$ cat config.mk
export PLATFORM = sky130hd
export DESIGN_NAME = apb_master
export DESIGN_NICKNAME = d
export VERILOG_FILES = /design/src/rtl/apb_pkg.sv /design/src/rtl/apb_timeout_cnt.sv /design/src/rtl/apb_master.sv
export SDC_FILE = /design/constraint.sdc
export NUM_CORES = 1
export LEC_CHECK = 0
export BUFFER_PORTS_ARGS = -buffer_cell sky130_fd_sc_hd__buf_2
export CORE_AREA = 2 2 105 107
export DETAILED_ROUTE_END_ITERATION = 12
export DIE_AREA = 0 0 107 109
export PLACE_DENSITY = 0.72
export SETUP_SLACK_MARGIN = 0.5
export SLEW_MARGIN = 0
export SYNTH_ARGS = -nofsm -noshare
export SYNTH_HDL_FRONTEND = slang
export SYNTH_SLANG_ARGS = --single-unit
$ cat constraint.sdc
create_clock -name clk -period 2 [get_ports clk]
set_clock_uncertainty 0.15 [all_clocks]
set_input_delay 0.4 -clock clk [delete_from_list [all_inputs] [get_ports clk]]
set_output_delay 0.4 -clock clk [all_outputs]
set_load 0.005 [all_outputs]
$ cat src/rtl/apb_pkg.sv
// Shared APB master types and defaults; supplies fallback widths when the
// project-wide APB_ADDR_WIDTH / APB_DATA_WIDTH defines are not already set.
`ifndef APB_ADDR_WIDTH
`define APB_ADDR_WIDTH 32
`endif
`ifndef APB_DATA_WIDTH
`define APB_DATA_WIDTH 32
`endif

package apb_pkg;

    typedef enum logic [1:0] {
        IDLE   = 2'd0,
        SETUP  = 2'd1,
        ACCESS = 2'd2,
        RESP   = 2'd3
    } apb_state_e;

    localparam int APB_TIMEOUT_DEFAULT = 16;

endpackage

$ cat src/rtl/apb_timeout_cnt.sv
// ACCESS-phase wait counter. expired flags the wait cycle whose increment
// reaches TIMEOUT_CYCLES, so the master can abort on that same edge.
module apb_timeout_cnt #(
    parameter int TIMEOUT_CYCLES = 16
) (
    input  logic clk,
    input  logic rst,
    input  logic clr,
    input  logic en,
    output logic expired
);

    localparam logic [7:0] LAST_WAIT = 8'(TIMEOUT_CYCLES - 1);

    logic [7:0] r_count;

    // Count wait cycles; cleared before each ACCESS phase.
    always_ff @(posedge clk) begin
        if (rst) begin
            r_count <= 8'd0;
        end else if (clr) begin
            r_count <= 8'd0;
        end else if (en) begin
            r_count <= r_count + 8'd1;
        end else begin
            r_count <= r_count;
        end
    end

    assign expired = en && (r_count == LAST_WAIT);

endmodule

$ cat src/rtl/apb_master.sv
// Single-command APB master: IDLE -> SETUP -> ACCESS -> RESP with wait timeout.
// Optional slave-error support is enabled with macro APB_SLVERR_EN.
module apb_master
    import apb_pkg::*;
#(
    parameter int ADDR_WIDTH     = `APB_ADDR_WIDTH,
    parameter int DATA_WIDTH     = `APB_DATA_WIDTH,
    parameter int TIMEOUT_CYCLES = APB_TIMEOUT_DEFAULT
) (
    input  logic                  clk,
    input  logic                  rst,
    input  logic                  req_valid,
    output logic                  req_ready,
    input  logic                  req_write,
    input  logic [ADDR_WIDTH-1:0] req_addr,
    input  logic [DATA_WIDTH-1:0] req_wdata,
    output logic                  rsp_valid,
    input  logic                  rsp_ready,
    output logic [DATA_WIDTH-1:0] rsp_rdata,
    output logic                  rsp_err,
    output logic [ADDR_WIDTH-1:0] paddr,
    output logic                  psel,
    output logic                  penable,
    output logic                  pwrite,
    output logic [DATA_WIDTH-1:0] pwdata,
    input  logic [DATA_WIDTH-1:0] prdata,
    input  logic                  pready
`ifdef APB_SLVERR_EN
    ,
    input  logic                  pslverr
`endif
);

    apb_state_e            r_state;
    logic                  r_req_ready;
    logic                  r_rsp_valid;
    logic [DATA_WIDTH-1:0] r_rsp_rdata;
    logic                  r_rsp_err;
    logic [ADDR_WIDTH-1:0] r_paddr;
    logic                  r_psel;
    logic                  r_penable;
    logic                  r_pwrite;
    logic [DATA_WIDTH-1:0] r_pwdata;
    logic                  w_slv_err;
    logic                  w_cnt_clr;
    logic                  w_cnt_en;
    logic                  w_expired;

`ifdef APB_SLVERR_EN
    assign w_slv_err = pslverr;
`else
    assign w_slv_err = 1'b0;
`endif

    // The counter is armed in SETUP so it reads zero on the first ACCESS cycle.
    assign w_cnt_clr = (r_state == SETUP);
    assign w_cnt_en  = (r_state == ACCESS) && !pready;

    apb_timeout_cnt #(
        .TIMEOUT_CYCLES(TIMEOUT_CYCLES)
    ) u_timeout_cnt (
        .clk    (clk),
        .rst    (rst),
        .clr    (w_cnt_clr),
        .en     (w_cnt_en),
        .expired(w_expired)
    );

    // Transfer FSM with all bus and response outputs registered.
    always_ff @(posedge clk) begin
        if (rst) begin
            r_state     <= IDLE;
            r_req_ready <= 1'b1;
            r_rsp_valid <= 1'b0;
            r_rsp_rdata <= {DATA_WIDTH{1'b0}};
            r_rsp_err   <= 1'b0;
            r_paddr     <= {ADDR_WIDTH{1'b0}};
            r_psel      <= 1'b0;
            r_penable   <= 1'b0;
            r_pwrite    <= 1'b0;
            r_pwdata    <= {DATA_WIDTH{1'b0}};
        end else begin
            case (r_state)
                IDLE: begin
                    if (req_valid && r_req_ready) begin
                        r_paddr     <= req_addr;
                        r_pwrite    <= req_write;
                        r_pwdata    <= req_wdata;
                        r_psel      <= 1'b1;
                        r_req_ready <= 1'b0;
                        r_state     <= SETUP;
                    end
                end
                SETUP: begin
                    r_penable <= 1'b1;
                    r_state   <= ACCESS;
                end
                ACCESS: begin
                    if (pready) begin
                        r_psel      <= 1'b0;
                        r_penable   <= 1'b0;
                        r_rsp_valid <= 1'b1;
                        r_rsp_rdata <= r_pwrite ? {DATA_WIDTH{1'b0}} : prdata;
                        r_rsp_err   <= w_slv_err;
                        r_state     <= RESP;
                    end else if (w_expired) begin
                        r_psel      <= 1'b0;
                        r_penable   <= 1'b0;
                        r_rsp_valid <= 1'b1;
                        r_rsp_rdata <= {DATA_WIDTH{1'b0}};
                        r_rsp_err   <= 1'b1;
                        r_state     <= RESP;
                    end
                end
                RESP: begin
                    if (rsp_ready) begin
                        r_rsp_valid <= 1'b0;
                        r_rsp_err   <= 1'b0;
                        r_req_ready <= 1'b1;
                        r_state     <= IDLE;
                    end
                end
                default: begin
                    r_psel      <= 1'b0;
                    r_penable   <= 1'b0;
                    r_rsp_valid <= 1'b0;
                    r_req_ready <= 1'b1;
                    r_state     <= IDLE;
                end
            endcase
        end
    end

    assign req_ready = r_req_ready;
    assign rsp_valid = r_rsp_valid;
    assign rsp_rdata = r_rsp_rdata;
    assign rsp_err   = r_rsp_err;
    assign paddr     = r_paddr;
    assign psel      = r_psel;
    assign penable   = r_penable;
    assign pwrite    = r_pwrite;
    assign pwdata    = r_pwdata;

endmodule

# ---- Word level (Yosys, flattened, before mapping)
# Cells that the tools add are included.
dict set report word_totals {
  register_bits 112
  out_inout_bits 102
  input_bits 102
  elab_cells 59
}
dict set report op_classes {
  n_mux 22
  eq_ne 7
  n_addsub 1
  n_reduce_logical 18
}
# cell n
set op_table {}
lappend op_table {{$mux 32} 3}
lappend op_table {{$reduce_and 3->1} 4}
lappend op_table {{$pmux 1 s2} 5}
lappend op_table {{$reduce_bool 2->1} 5}
lappend op_table {{$mux 1} 9}
lappend op_table {{$add 8x1->8 const B} 1}
lappend op_table {{$eq 8x4->1 const B} 1}
lappend op_table {{$mux 2} 4}
lappend op_table {{$pmux 2 s4} 1}
lappend op_table {{$reduce_and 2->1} 3}
lappend op_table {{$eq 2x2->1 const B} 2}
lappend op_table {{$ne 2x2->1 const B} 2}
lappend op_table {{$logic_and 1x1->1} 3}
lappend op_table {{$ne 3x2->1 const B} 1}
lappend op_table {{$eq 2x1->1 const B} 1}
lappend op_table {{$logic_not 2->1} 1}
lappend op_table {{$reduce_or 2->1} 1}
lappend op_table {{$logic_not 1->1} 1}

# ---- Logic depth before layout (Yosys ltp)
# Gate-level depths: netlist of the first run.
dict set report depth {
  word_depth 6
  ltp_mapped 9
  ltp_nobuf 6
}

# ---- Modules after synthesis
# From an unflattened synthesis of the first run, not the netlist that was laid out.
dict set report unflattened {
  hier_cells 440
  area_unflattened_um2 4035.1
}
# module cells_each instances area_per_inst_um2 seq_area_each_um2
set by_module_without_submodules {}
lappend by_module_without_submodules {apb_master 400 1 3678.5 2082.0}
lappend by_module_without_submodules {apb_timeout_cnt 40 1 356.6 160.2}

# ---- Worst setup path before layout of the first run
# Ideal clock, no wire load.
dict set report synth_timing {
  path_kind {flip-flop to flip-flop}
  startpoint {register r_state[0]}
  endpoint {register r_rsp_rdata[10] (netlist: rsp_rdata[10])}
  setup_slack_ps 103
  synth_period_minus_slack_ps 1897
  setup_ps 72
  path_buffers 3
  arrival_time_ps 1675
  required_ps 1778
  path_stages_with_launch 10
  path_cell_list {dfxtp_1 inv_1 ha_1 and2b_1 buf_4 o21ai_4 and2_4 buf_12 buf_12 mux2i_1}
}
dict set report synth_via {
  elab_chain_cells 5
}
# item line_no
set synth_rtl {}
lappend synth_rtl {{from (decl)} apb_master.sv:34} ;# apb_state_e r_state;
lappend synth_rtl {{from (signal assigned)} apb_master.sv:72} ;# r_state <= IDLE;
lappend synth_rtl {{from (signal assigned)} apb_master.sv:91} ;# r_state <= SETUP;
lappend synth_rtl {{from (signal assigned)} apb_master.sv:96} ;# r_state <= ACCESS;
lappend synth_rtl {{$eq 2x2->1 (*)} {apb_master.sv:57, apb_master.sv:83}}
lappend synth_rtl {{$logic_and 1x1->1} apb_master.sv:57} ;# assign w_cnt_en = (r_state == ACCESS) && !pready;
lappend synth_rtl {{$logic_and 1x1->1} apb_timeout_cnt.sv:30} ;# assign expired = en && (r_count == LAST_WAIT);
lappend synth_rtl {{$reduce_bool 2->1 (no source line)} -}
lappend synth_rtl {{$reduce_and 2->1 (no source line) (*)} -}
lappend synth_rtl {{to (signal assigned)} apb_master.sv:75} ;# r_rsp_rdata <= {DATA_WIDTH{1'b0}};
lappend synth_rtl {{to (signal assigned)} apb_master.sv:103} ;# r_rsp_rdata <= r_pwrite ? {DATA_WIDTH{1'b0}} : prdata;
lappend synth_rtl {{to (signal assigned)} apb_master.sv:110} ;# r_rsp_rdata <= {DATA_WIDTH{1'b0}};
lappend synth_rtl {{to (decl)} apb_master.sv:37} ;# logic [DATA_WIDTH-1:0] r_rsp_rdata;
# Mark *: on every way between the ends. The rest lies on a longest branch, timed or not.
# A chain may end at the register's enable or synchronous reset.

# ---- Worst setup path in the final report of the first run
dict set report layout_timing {
  startpoint {register u_timeout_cnt.r_count[7]}
  endpoint {register r_rsp_rdata[12] (netlist: rsp_rdata[12])}
}
dict set report layout_via {
  elab_chain_cells 4
}
# item line_no
set layout_rtl {}
lappend layout_rtl {{from (decl)} apb_timeout_cnt.sv:15} ;# logic [7:0] r_count;
lappend layout_rtl {{from (signal assigned)} apb_timeout_cnt.sv:24} ;# r_count <= r_count + 8'd1;
lappend layout_rtl {{from (signal assigned)} apb_timeout_cnt.sv:26} ;# r_count <= r_count;
lappend layout_rtl {{$eq 8x4->1} apb_timeout_cnt.sv:30}
lappend layout_rtl {{$logic_and 1x1->1} apb_timeout_cnt.sv:30}
lappend layout_rtl {{$reduce_bool 2->1 (no source line)} -}
lappend layout_rtl {{$reduce_and 2->1 (no source line)} -}
# No other way between the ends.

==> impl_results.md, run 1 <==
* Cell internal pwr at 4730 µW
* Avg Cell Area, Syn at between 8 and 9 µm²
* Share of the synthesized area in the top cell type at between 50% and 60%
* Slew Limit Fails at 0
* Final ANT Viol Nets at 0
* DRC at 0
* Synthesized flop and latch total at between 100 and 150
* Post-synth EDFFs at 0
* Relative slew slack at a little under three fifths
* Layout cells sized above 1 at 39.6%
* Fin cells at about 870
* CTS Buffer Depth at 2
* Async S/R FF share, synth at 0%
* Vias in the first global route at 3670
* Starting Density at between 40% and 50%
* Synth-to-layout area growth at 44.2%
* Gr usage total at a little under a fifth
* Worst-Margin Slew at just under 0.7 ns
* Logic pwr share at between 30% and 40%
* CTS tree: done
* Die Span X at around 110 µm
* Via count at 4224
* Critical path startpoint category: flop
* Num CTS Buffers at 9
* Post-synthesis cell count at around 500
* # diodes at 0
* Hold-fix buffers at CTS at 0
* Cell Area, Synth at approximately 4300 µm²
* Post-synthesis sequential area ratio at between 50% and 60%
* Unrepaired setup endpoints after global routing: true
* Worst Path Class, Setup: reg2reg
* Reg-to-reg critical path startpoint: u_timeout_cnt.r_count[7]
* Slowest CP cell: or3_4
* Routed length per instance at between 10 and 15 µm
* Synth cell count leaders: nand2_1, dfxtp_1, a21oi_1, mux2i_1, clkbuf_1
* Max Cap Violations at 0
* Hold Crit Depth at 3
* Yosys top cell by area: dfxtp_1
* Hpwl dp at 7.77 mm
* Setup_tns at 0 ns
* 1st-iter DRT viols at 251
* PD cells at between 1000 and 1500 nW/µm²
* VDD IR max at 515 µV
* LEAKAGE at 0.00285 µW
* Tot Pwr at about 7000 µW
* Fin. Hold Viols at 0
* Largest cells by area after synthesis: dfxtp_1, nand2_1, a21oi_1, mux2i_1, buf_12
* CP Cell Sequence: or3_4, o21ai_4, and2_4, buf_12, buf_16, mux2i_1
* Arr. time, crit path at 1.85 ns
* Die Y at 109 µm
* Largest net degree at the start of global routing at between 60 and 70
* R2R depth at 6
* Final setup violation count at 0
* CP Capture Type: flop
* Ys flop type: dfxtp_1
* Most numerous cell in the Yosys netlist: nand2_1
* Sequential share of power at about 40%
* HP Class: in2reg
* Via density at between 4 and 5
* Clock Tree Root: clkbuf_8
* Clock Latency Late Sink at between 0.3 and 0.4 ns
* Sw Ratio at roughly 32%
* Core area at 10600 µm²
* Fmax at ~590 MHz
* Post-layout util at 58.8%
* Outcome: completed
* H-Tree Depth at 3
* Nets at around 840
* CP max FO at 5
* First-pass GRT wire length at around 17 mm
* Initial antenna violation count at 0
* Crit path required time at approximately 2.2 ns
* Critical Path Source: u_timeout_cnt.r_count[7]
* RR Endpoint: rsp_rdata[12]
* First-pass DRT Iterations at 4
* Post-Route WL at approximately 12 mm
* IO Count at between 200 and 250
* Final min period at ~1.7 ns
* P_sw at 2240 µW
* IO buf count at 203
* CTS clk-pin slew, worst paths at ~0.1 ns
* Total placed cells including tap cells at approximately 830
* Die footprint at ~12000 µm²
* Syn Nets at 616
* Total grt overflow at 0
* Row count at 38
* Slowest stage delay, CP at ~0.39 ns
* R2R setup slack at 0.30 ns
* Worst setup path endpoint: rsp_rdata[12]
* Final GP Congestion at around 0.81
* Period utilization at about 85%
* Synth warn at 0
* Clock power share at a little over a fifth
* Post-synth cell types at 37
* CTS sink count at approximately 110
[worst max-delay path, delay by kind of cell (launching register included)]
kind	cells	cell delay (ns)
muxes	1	0.16
AOI/OAI and AO/OA	1	0.15
and+or+nand+nor	2	0.60
buffers and inverters	2	0.23
DFF	1	0.33
[cell families after synthesis]
group	synth area share [%]
AND/OR/NAND/NOR	21.5
XOR/XNOR	1.42
multiplexers	7.88
flip-flops	51.9
adder cells (fa/ha/maj)	1.74
AO/OA/AOI/OAI	10.5
buffers and inverters	5.01
[area by class of cell]
type | count | area [µm²]
Inverter | 5 | 23.8
Multi-Input combinational cell | 358 | 1980
Tap cell | 140 | 175
Sequential cell | 112 | 2260
Timing Repair Buffer | 242 | 1570
Clock buffer | 12 | 155
Clock inverter | 4 | 76.3
Fill cell | 936 | 4370
[registers in the layout (all words and copies together) (netlist names)]
name,flops
paddr,32
penable,1
psel,1
pwdata,32
pwrite,1
r_state,2
req_ready,1
rsp_err,1
rsp_rdata,32
rsp_valid,1
u_timeout_cnt.r_count,8
[power groups by stage]
| stage | clock network (µW) | logic, µW | registers, µW |
|---|---|---|---|
| after global routing | 1650 | 2910 | 2830 |
| after floorplan | 0 | 1250 | 2830 |
| after CTS | 1550 | 2110 | 2770 |
| after global placement | 0 | 1850 | 2800 |
| final | 1520 | 2670 | 2790 |
| after detailed placement | 0 | 1910 | 2820 |
[cell usage in the layout, fill, tap and decap left out, drive strengths merged, types with 2 or more instances in the layout]
master    n
nand3     2
mux2i    34
xor2      6
ha        6
bufinv    2
clkbuf   18
inv       4
a21oi    70
dfxtp   112
nand2   200
a211oi    2
buf     236
and3      4
o21ai     4
clkinv    2
nor2     11
nor3b     2
nand4     4
[how the worst min path moves through the flow]
stage                              from       endpoint  slack, ns
after floorplan            rsp_rdata[0]   rsp_rdata[0]       0.30
after global placement    rsp_rdata[16]  rsp_rdata[16]       0.29
after detailed placement     pwdata[11]     pwdata[11]       0.29
after CTS                   req_addr[3]       paddr[3]       0.09
after global routing        req_addr[6]       paddr[6]       0.08
final                       req_addr[1]       paddr[1]       0.10
[timing repair]
action / CTS / global route
resized for setup: 16 / 23
gates cloned: 2 / 11
setup endpoints to repair: 111 / 110
buffers inserted: 8 / 7
pin swaps: 5 / 4
[through the flow]
stage	worst slack [ns]	instance area (µm²)	hold WS (ns)
after floorplan	0.266	4360	0.301
after global placement	0.236	5480	0.289
after detailed placement	0.159	5480	0.294
after CTS	0.287	5870	0.0889
after global routing	0.241	6230	0.0831
final	0.300	6230	0.102
[per-layer routing]
layer	routed length, µm	part of all wire, %	track usage [%]
met1	5130	42	21.8
met4	206	1.7	6.86
met3	784	6.4	4.30
met5	0	0	0
met2	6140	50	31.2
Note: power is estimated with default switching activity, not from simulation.
==> inputs of run 2 (changes only) <==
- CORE_AREA: 2 2 105 107 -> 2 2 101 103
- DIE_AREA: 0 0 107 109 -> 0 0 103 105
- PLACE_DENSITY: 0.72 -> 0.74
- clock period: 2 -> 1.7 ns (I/O delays scaled with it)
==> impl_results.md, run 2 (synthesis results as in run 1) <==
* Final min period at 1.86 ns (was 1.70 ns)
* Unrepaired setup endpoints after global routing: true (unchanged)
* Slowest stage delay, CP at 0.40 ns (was 0.39 ns)
* DRC at 0 (unchanged)
* Most common cell after layout, fill and taps aside: buf_2 (unchanged)
* Post-layout util at 89.1% (was 58.8%)
* Nets at 926 (was 836)
* Setup ws final at -0.162 ns (was 0.300 ns)
* M1 wire length at 7.29 mm (was 5.13 mm)
* Clock power share at 14.5% (was 21.7%)
* Clock Latency Late Sink at 0.38 ns (was 0.37 ns)
* Max Cap Violations at 0 (unchanged)
* Layout cells sized above 1 at 78.9% (was 39.6%)
* First-pass DRT Iterations at 5 (was 4)
* Vias in the first global route at 5019 (was 3670)
* Die footprint at 10800 µm² (was 11700 µm²)
* Worst-Margin Slew at 1.06 ns (was 0.674 ns)
* Pre-CTS setup slack at -0.0158 ns (was 0.159 ns)
* Failing checks: setup timing
* Most frequent cells in the layout: buf_2, nand2_1, dfxtp_2 (was buf_2, nand2_1, dfxtp_1)
* Metal2 WL at 11.2 mm (was 6.14 mm)
* CTS tree: done (unchanged)
* Reg-to-reg critical path startpoint: u_timeout_cnt.r_count[4] (was u_timeout_cnt.r_count[7])
* Total placed cells including tap cells at 826 (was 829)
* Clock Tree Root: clkbuf_8 (unchanged)
* Slew Limit Fails at 0 (unchanged)
* Final GP Congestion at 0.819 (was 0.810)
* Starting Density at 44.8% (was 40.7%)
* Logic pwr share at 54.5% (was 38.3%)
* Period utilization at 110% (was 85.0%)
* IO buf count at 203 (unchanged)
* HP Class: in2reg (unchanged)
* Cell depth of the worst setup path at 5 (was 6)
* Relative slew slack at 29.3% (was 55.1%)
* Core area at 9640 µm² (was 10600 µm²)
* CP Cell Sequence: or3_4, o21ai_4, and2_4, buf_16, mux2i_1 (was or3_4, o21ai_4, and2_4, buf_12, buf_16, mux2i_1)
* Min-delay src: req_wdata[26] (was req_addr[1])
* Die Y at 105 µm (was 109 µm)
* Critical path startpoint category: flop (unchanged)
* Fill cell total of the finished layout at 394 (was 936)
* Row count at 36 (was 38)
* Sequential share of power at 31.0% (was 40.0%)
* Via count at 5235 (was 4224)
* IO Count at 204 (unchanged)
* Final non-filler cell area at 8590 µm² (was 6230 µm²)
* CTS clk-pin slew, worst paths at 0.14 ns (was 0.10 ns)
* Fmax at 537 MHz (was 588 MHz)
* Fin cells at 958 (was 873)
* Die Span X at 103 µm (was 107 µm)
* PD cells at 1310 nW/µm² (was 1120 nW/µm²)
* Highest routed layer: met4 (unchanged)
* Sw Ratio at 38.2% (was 32.1%)
* Num CTS Buffers at 9 (unchanged)
* Arr. time, crit path at 1.99 ns (was 1.85 ns)
* CP bufs+invs at 1 (was 2)
* RR Endpoint: rsp_rdata[13] (was rsp_rdata[12])
* CP max FO at 13 (was 5)
* Largest net degree at the start of global routing at 62 (was 66)
* LEAKAGE at 0.00393 µW (was 0.00285 µW)
* Final ANT Viol Nets at 0 (unchanged)
* Post-Route WL at 21.4 mm (was 12.3 mm)
* Initial antenna violation count at 2 (was 0)
* Slowest CP cell: or3_4 (unchanged)
* R2R depth at 5 (was 6)
* Via density at 5.46 (was 4.84)
* Register area at 2400 µm² (was 2260 µm²)
* Synth-to-layout area growth at 98.9% (was 44.2%)
* Gr usage total at 30.2% (was 18.0%)
* Outcome: finished, violations left (was completed)
* P_sw at 4310 µW (was 2240 µW)
* CTS sink count at 112 (unchanged)
* Routed length per instance at 22.3 µm (was 14.0 µm)
* Worst Path Class, Setup: reg2reg (unchanged)
* Worst setup path endpoint: rsp_rdata[13] (was rsp_rdata[12])
* Crit path max-delay family: simple AND/OR/NAND/NOR gates (unchanged)
* Hold-fix buffers at CTS at 0 (unchanged)
* WL met3 at 1.39 mm (was 784 µm)
* First-pass GRT wire length at 25.2 mm (was 16.9 mm)
* Crit path required time at 1.83 ns (was 2.15 ns)
* Total grt overflow at 0 (unchanged)
* Footprint of the multi-input gates at 2900 µm² (was 1980 µm²)
* CTS Buffer Depth at 2 (unchanged)
* Cell internal pwr at 6980 µW (was 4730 µW)
* CP Capture Type: flop (unchanged)
* VDD IR max at 715 µV (was 515 µV)
* Hpwl dp at 8.29 mm (was 7.77 mm)
* Final setup violation count at 33 (was 0)
* Dpl cell area at 5540 µm² (was 5480 µm²)
* 1st-iter DRT viols at 243 (was 251)
* Critical Path Source: u_timeout_cnt.r_count[4] (was u_timeout_cnt.r_count[7])
* R2R setup slack at -0.16 ns (was 0.30 ns)
* Fin. Hold Viols at 0 (unchanged)
* H-Tree Depth at 3 (unchanged)
[run 2: cell count changes in the layout (fill, tap and decap cells not counted), sizes merged]
| cell | delta |
|---|---|
| and3 | -1 |
| clkinvlp | -1 |
| clkbuf | -6 |
| inv | +4 |
| clkinv | +1 |
| diode | +2 |
| buf | +95 |
| bufinv | -2 |
[run 2: through the flow]
stage / hold slack (ns) / setup TNS, ns / power, µW
after floorplan: 0.301 / -0.952 / 4850
after global placement: 0.289 / 0 / 5550
after detailed placement: 0.293 / -0.0289 / 5640
after CTS: 0.0244 / 0 / 9780
after global routing: 0.00532 / -2.83 / 11600
final: 0.00763 / -1.15 / 11300
[run 2: final cells by class]
type	instances	area share [%]
clock buffer	10	1.60
timing repair buffer	333	33.8
sequential	112	28.0
multi-input combinational	357	33.8
clock inverter	6	0.568
inverter	5	0.320
antenna	2	0.0582
tap	133	1.94
[run 2: timing repair]
| item | 4_1_cts | 5_1_grt |
|---|---|---|
| buffers inserted | 62 | 33 |
| resized for setup | 340 | 139 |
| setup endpoints to repair | 214 | 214 |
| cloned | 17 | 2 |
| pin swaps | 127 | 50 |
| endpoints found under the hold margin | 0 | 0 |
[run 2: worst reg2reg max path: stages (launching register included)]
cell and delay [ns]:
dfxtp_2 0.34, or3_4 0.40, o21ai_4 0.16, and2_4 0.25, buf_16 0.18, mux2i_1 0.29
[run 2: routing by layer]
metal	vias up	GRT usage [%]
met4	0	14.6
met2	342	53.4
li1	2276	-
met5	-	0
met1	2504	33.6
met3	113	6.42
[run 2: worst min-delay path by stage]
| stage | endpoint | depth (start not counted) |
|---|---|---|
| 2_1_floorplan | rsp_rdata[0] | 2 |
| 3_3_place_gp | paddr[24] | 2 |
| 3_5_place_dp | paddr[21] | 2 |
| 4_1_cts | pwdata[14] | 3 |
| 5_1_grt | paddr[24] | 3 |
| 6_report | pwdata[26] | 3 |
[run 2: power by group through the flow]
stage          Combinational [µW]  Sequential, µW  Clock [µW]
2_1_floorplan                1510            3340           0
3_3_place_gp                 2250            3300           0
3_5_place_dp                 2320            3320           0
4_1_cts                      4830            3390        1560
5_1_grt                      6350            3530        1750
6_report                     6150            3500        1640
==> inputs of run 3 (changes only) <==
- HOLD_SLACK_MARGIN: unset -> 0.02
==> impl_results.md, run 3 (synthesis results as in run 1) <==
* Outcome: finished, violations left (unchanged)
* P_sw at 4330 µW (was 4310 µW)
* Max Cap Violations at 0 (unchanged)
* LEAKAGE at 0.00393 µW (about the same)
* CP max FO at 13 (unchanged)
* Final GP Congestion at 0.819 (unchanged)
* Synth-to-layout area growth at 99.2% (was 98.9%)
* Logic pwr share at 54.5% (about the same)
* Cell internal pwr at 6980 µW (about the same)
* Post-layout util at 89.3% (was 89.1%)
* Critical Path Source: u_timeout_cnt.r_count[4] (unchanged)
* CP Capture Type: flop (unchanged)
* Reg-to-reg critical path startpoint: u_timeout_cnt.r_count[4] (unchanged)
* Relative slew slack at 30.9% (was 29.3%)
* First-pass DRT Iterations at 4 (was 5)
* Most common cell after layout, fill and taps aside: buf_2 (unchanged)
* Period utilization at 110% (about the same)
* Fmax at 536 MHz (was 537 MHz)
* Routed length per instance at 22.7 µm (was 22.3 µm)
* Final min period at 1.86 ns (about the same)
* Vias in the first global route at 5019 (unchanged)
* Sw Ratio at 38.3% (was 38.2%)
* Starting Density at 44.8% (unchanged)
* Final ANT Viol Nets at 0 (unchanged)
* IO buf count at 203 (unchanged)
* Die footprint at 10800 µm² (unchanged)
* Die Y at 105 µm (unchanged)
* Fin. Hold Viols at 0 (unchanged)
* Nets at 927 (was 926)
* Clock Tree Root: clkbuf_8 (unchanged)
* First-pass GRT wire length at 25.2 mm (unchanged)
* Via count at 5306 (was 5235)
* Worst Path Class, Setup: reg2reg (unchanged)
* Core area at 9640 µm² (unchanged)
* IO Count at 204 (unchanged)
* CTS sink count at 112 (unchanged)
* Die Span X at 103 µm (unchanged)
* Critical path startpoint category: flop (unchanged)
* Layout cells sized above 1 at 78.8% (was 78.9%)
* Clock power share at 14.5% (about the same)
* Total grt overflow at 0 (unchanged)
* Final setup violation count at 33 (unchanged)
* Worst-Margin Slew at 1.04 ns (was 1.06 ns)
* CTS Buffer Depth at 2 (unchanged)
* Initial antenna violation count at 4 (was 2)
* VDD IR max at 696 µV (was 715 µV)
* Clock Latency Late Sink at 0.39 ns (was 0.38 ns)
* 1st-iter DRT viols at 289 (was 243)
* Crit path required time at 1.83 ns (about the same)
* Most frequent cells in the layout: buf_2, nand2_1, dfxtp_2 (unchanged)
* Sequential share of power at 31.0% (about the same)
* Gr usage total at 30.2% (unchanged)
* Slew Limit Fails at 0 (unchanged)
* Arr. time, crit path at 2.00 ns (was 1.99 ns)
* Setup ws final at -0.164 ns (was -0.162 ns)
* Failing checks: setup timing (unchanged)
* DRC at 0 (unchanged)
* Hpwl dp at 8.29 mm (unchanged)
* H-Tree Depth at 3 (unchanged)
* Setup_tns at -1.37 ns (was -1.15 ns)
* Row count at 36 (unchanged)
* Num CTS Buffers at 9 (unchanged)
* Unrepaired setup endpoints after global routing: true (unchanged)
* PD cells at 1310 nW/µm² (about the same)
* Via density at 5.52 (was 5.46)
* HP Class: in2reg (unchanged)
* Largest net degree at the start of global routing at 62 (unchanged)
* CTS tree: done (unchanged)
* Post-Route WL at 21.8 mm (was 21.4 mm)
* CTS clk-pin slew, worst paths at 0.14 ns (about the same)
* Min-delay src: req_wdata[26] (unchanged)
==> run 3: cell count changes in the layout (fill, tap and decap cells not counted), sizes merged <==
cell	change
diode	+2
dlygate4sd3	+1
==> run 3: per-stage QoR <==
stage                     area, µm²  hold WS [ns]  std cells  setup WS (ns)  power, µW
after floorplan                4400         0.301        508        -0.0329       4850
after global routing           8610     -0.000697        961         -0.206      11700
final                          8610       0.00615        961         -0.164      11300
after detailed placement       5540         0.293        826        -0.0158       5640
after global placement         5540         0.289        826         0.0590       5550
after CTS                      7670        0.0244        921         0.0116       9780
==> run 3: worst max-delay path, stage by stage (launching register included) <==
cell	delay, ns
dfxtp_2	0.34
or3_4	0.40
o21ai_4	0.16
and2_4	0.25
buf_16	0.17
mux2i_1	0.29
==> run 3: area by class of cell <==
| cell class | count | area (µm²) |
|---|---|---|
| diodes | 4 | 10.0 |
| clock buffers | 10 | 138 |
| clock inverters | 6 | 48.8 |
| fillers | 398 | 1030 |
| inverters | 5 | 27.5 |
| multi-input cells | 357 | 2900 |
| flip-flops and latches | 112 | 2400 |
| well taps | 133 | 166 |
| repair buffers | 334 | 2910 |
==> run 3: repair_timing <==
item / 4_1_cts / 5_1_grt
hold buffers: 0 / 1
pin swaps: 127 / 50
endpoints found under the setup margin: 214 / 214
endpoints found under the hold margin: 0 / 1
buffers inserted: 62 / 33
cloned: 17 / 2
resized for setup: 340 / 139
==> run 3: power by group through the flow <==
stage | sequential (µW) | clock [µW] | combinational, µW
global placement | 3300 | 0 | 2250
CTS | 3390 | 1560 | 4830
detailed placement | 3320 | 0 | 2320
finish | 3500 | 1640 | 6170
global route | 3530 | 1760 | 6380
floorplan | 3340 | 0 | 1510
==> run 3: routing by layer <==
metal	GRT usage, %	vias to the layer above	part of all wire (%)
met5	0	-	0
met4	14.6	0	8.4
met3	6.42	146	7.6
met2	53.4	383	52
met1	33.6	2492	32
li1	-	2285	-
==> run 3: path summary, 6_finish.rpt <==
| check | to | slack [ns] | cells past startpoint |
|---|---|---|---|
| max | rsp_rdata[13] | -0.16 | 5 |
| min | pwdata[26] | 0.006 | 3 |
| min reg2reg | rsp_rdata[24] | 0.31 | 2 |
| max reg2reg | rsp_rdata[13] | -0.16 | 5 |
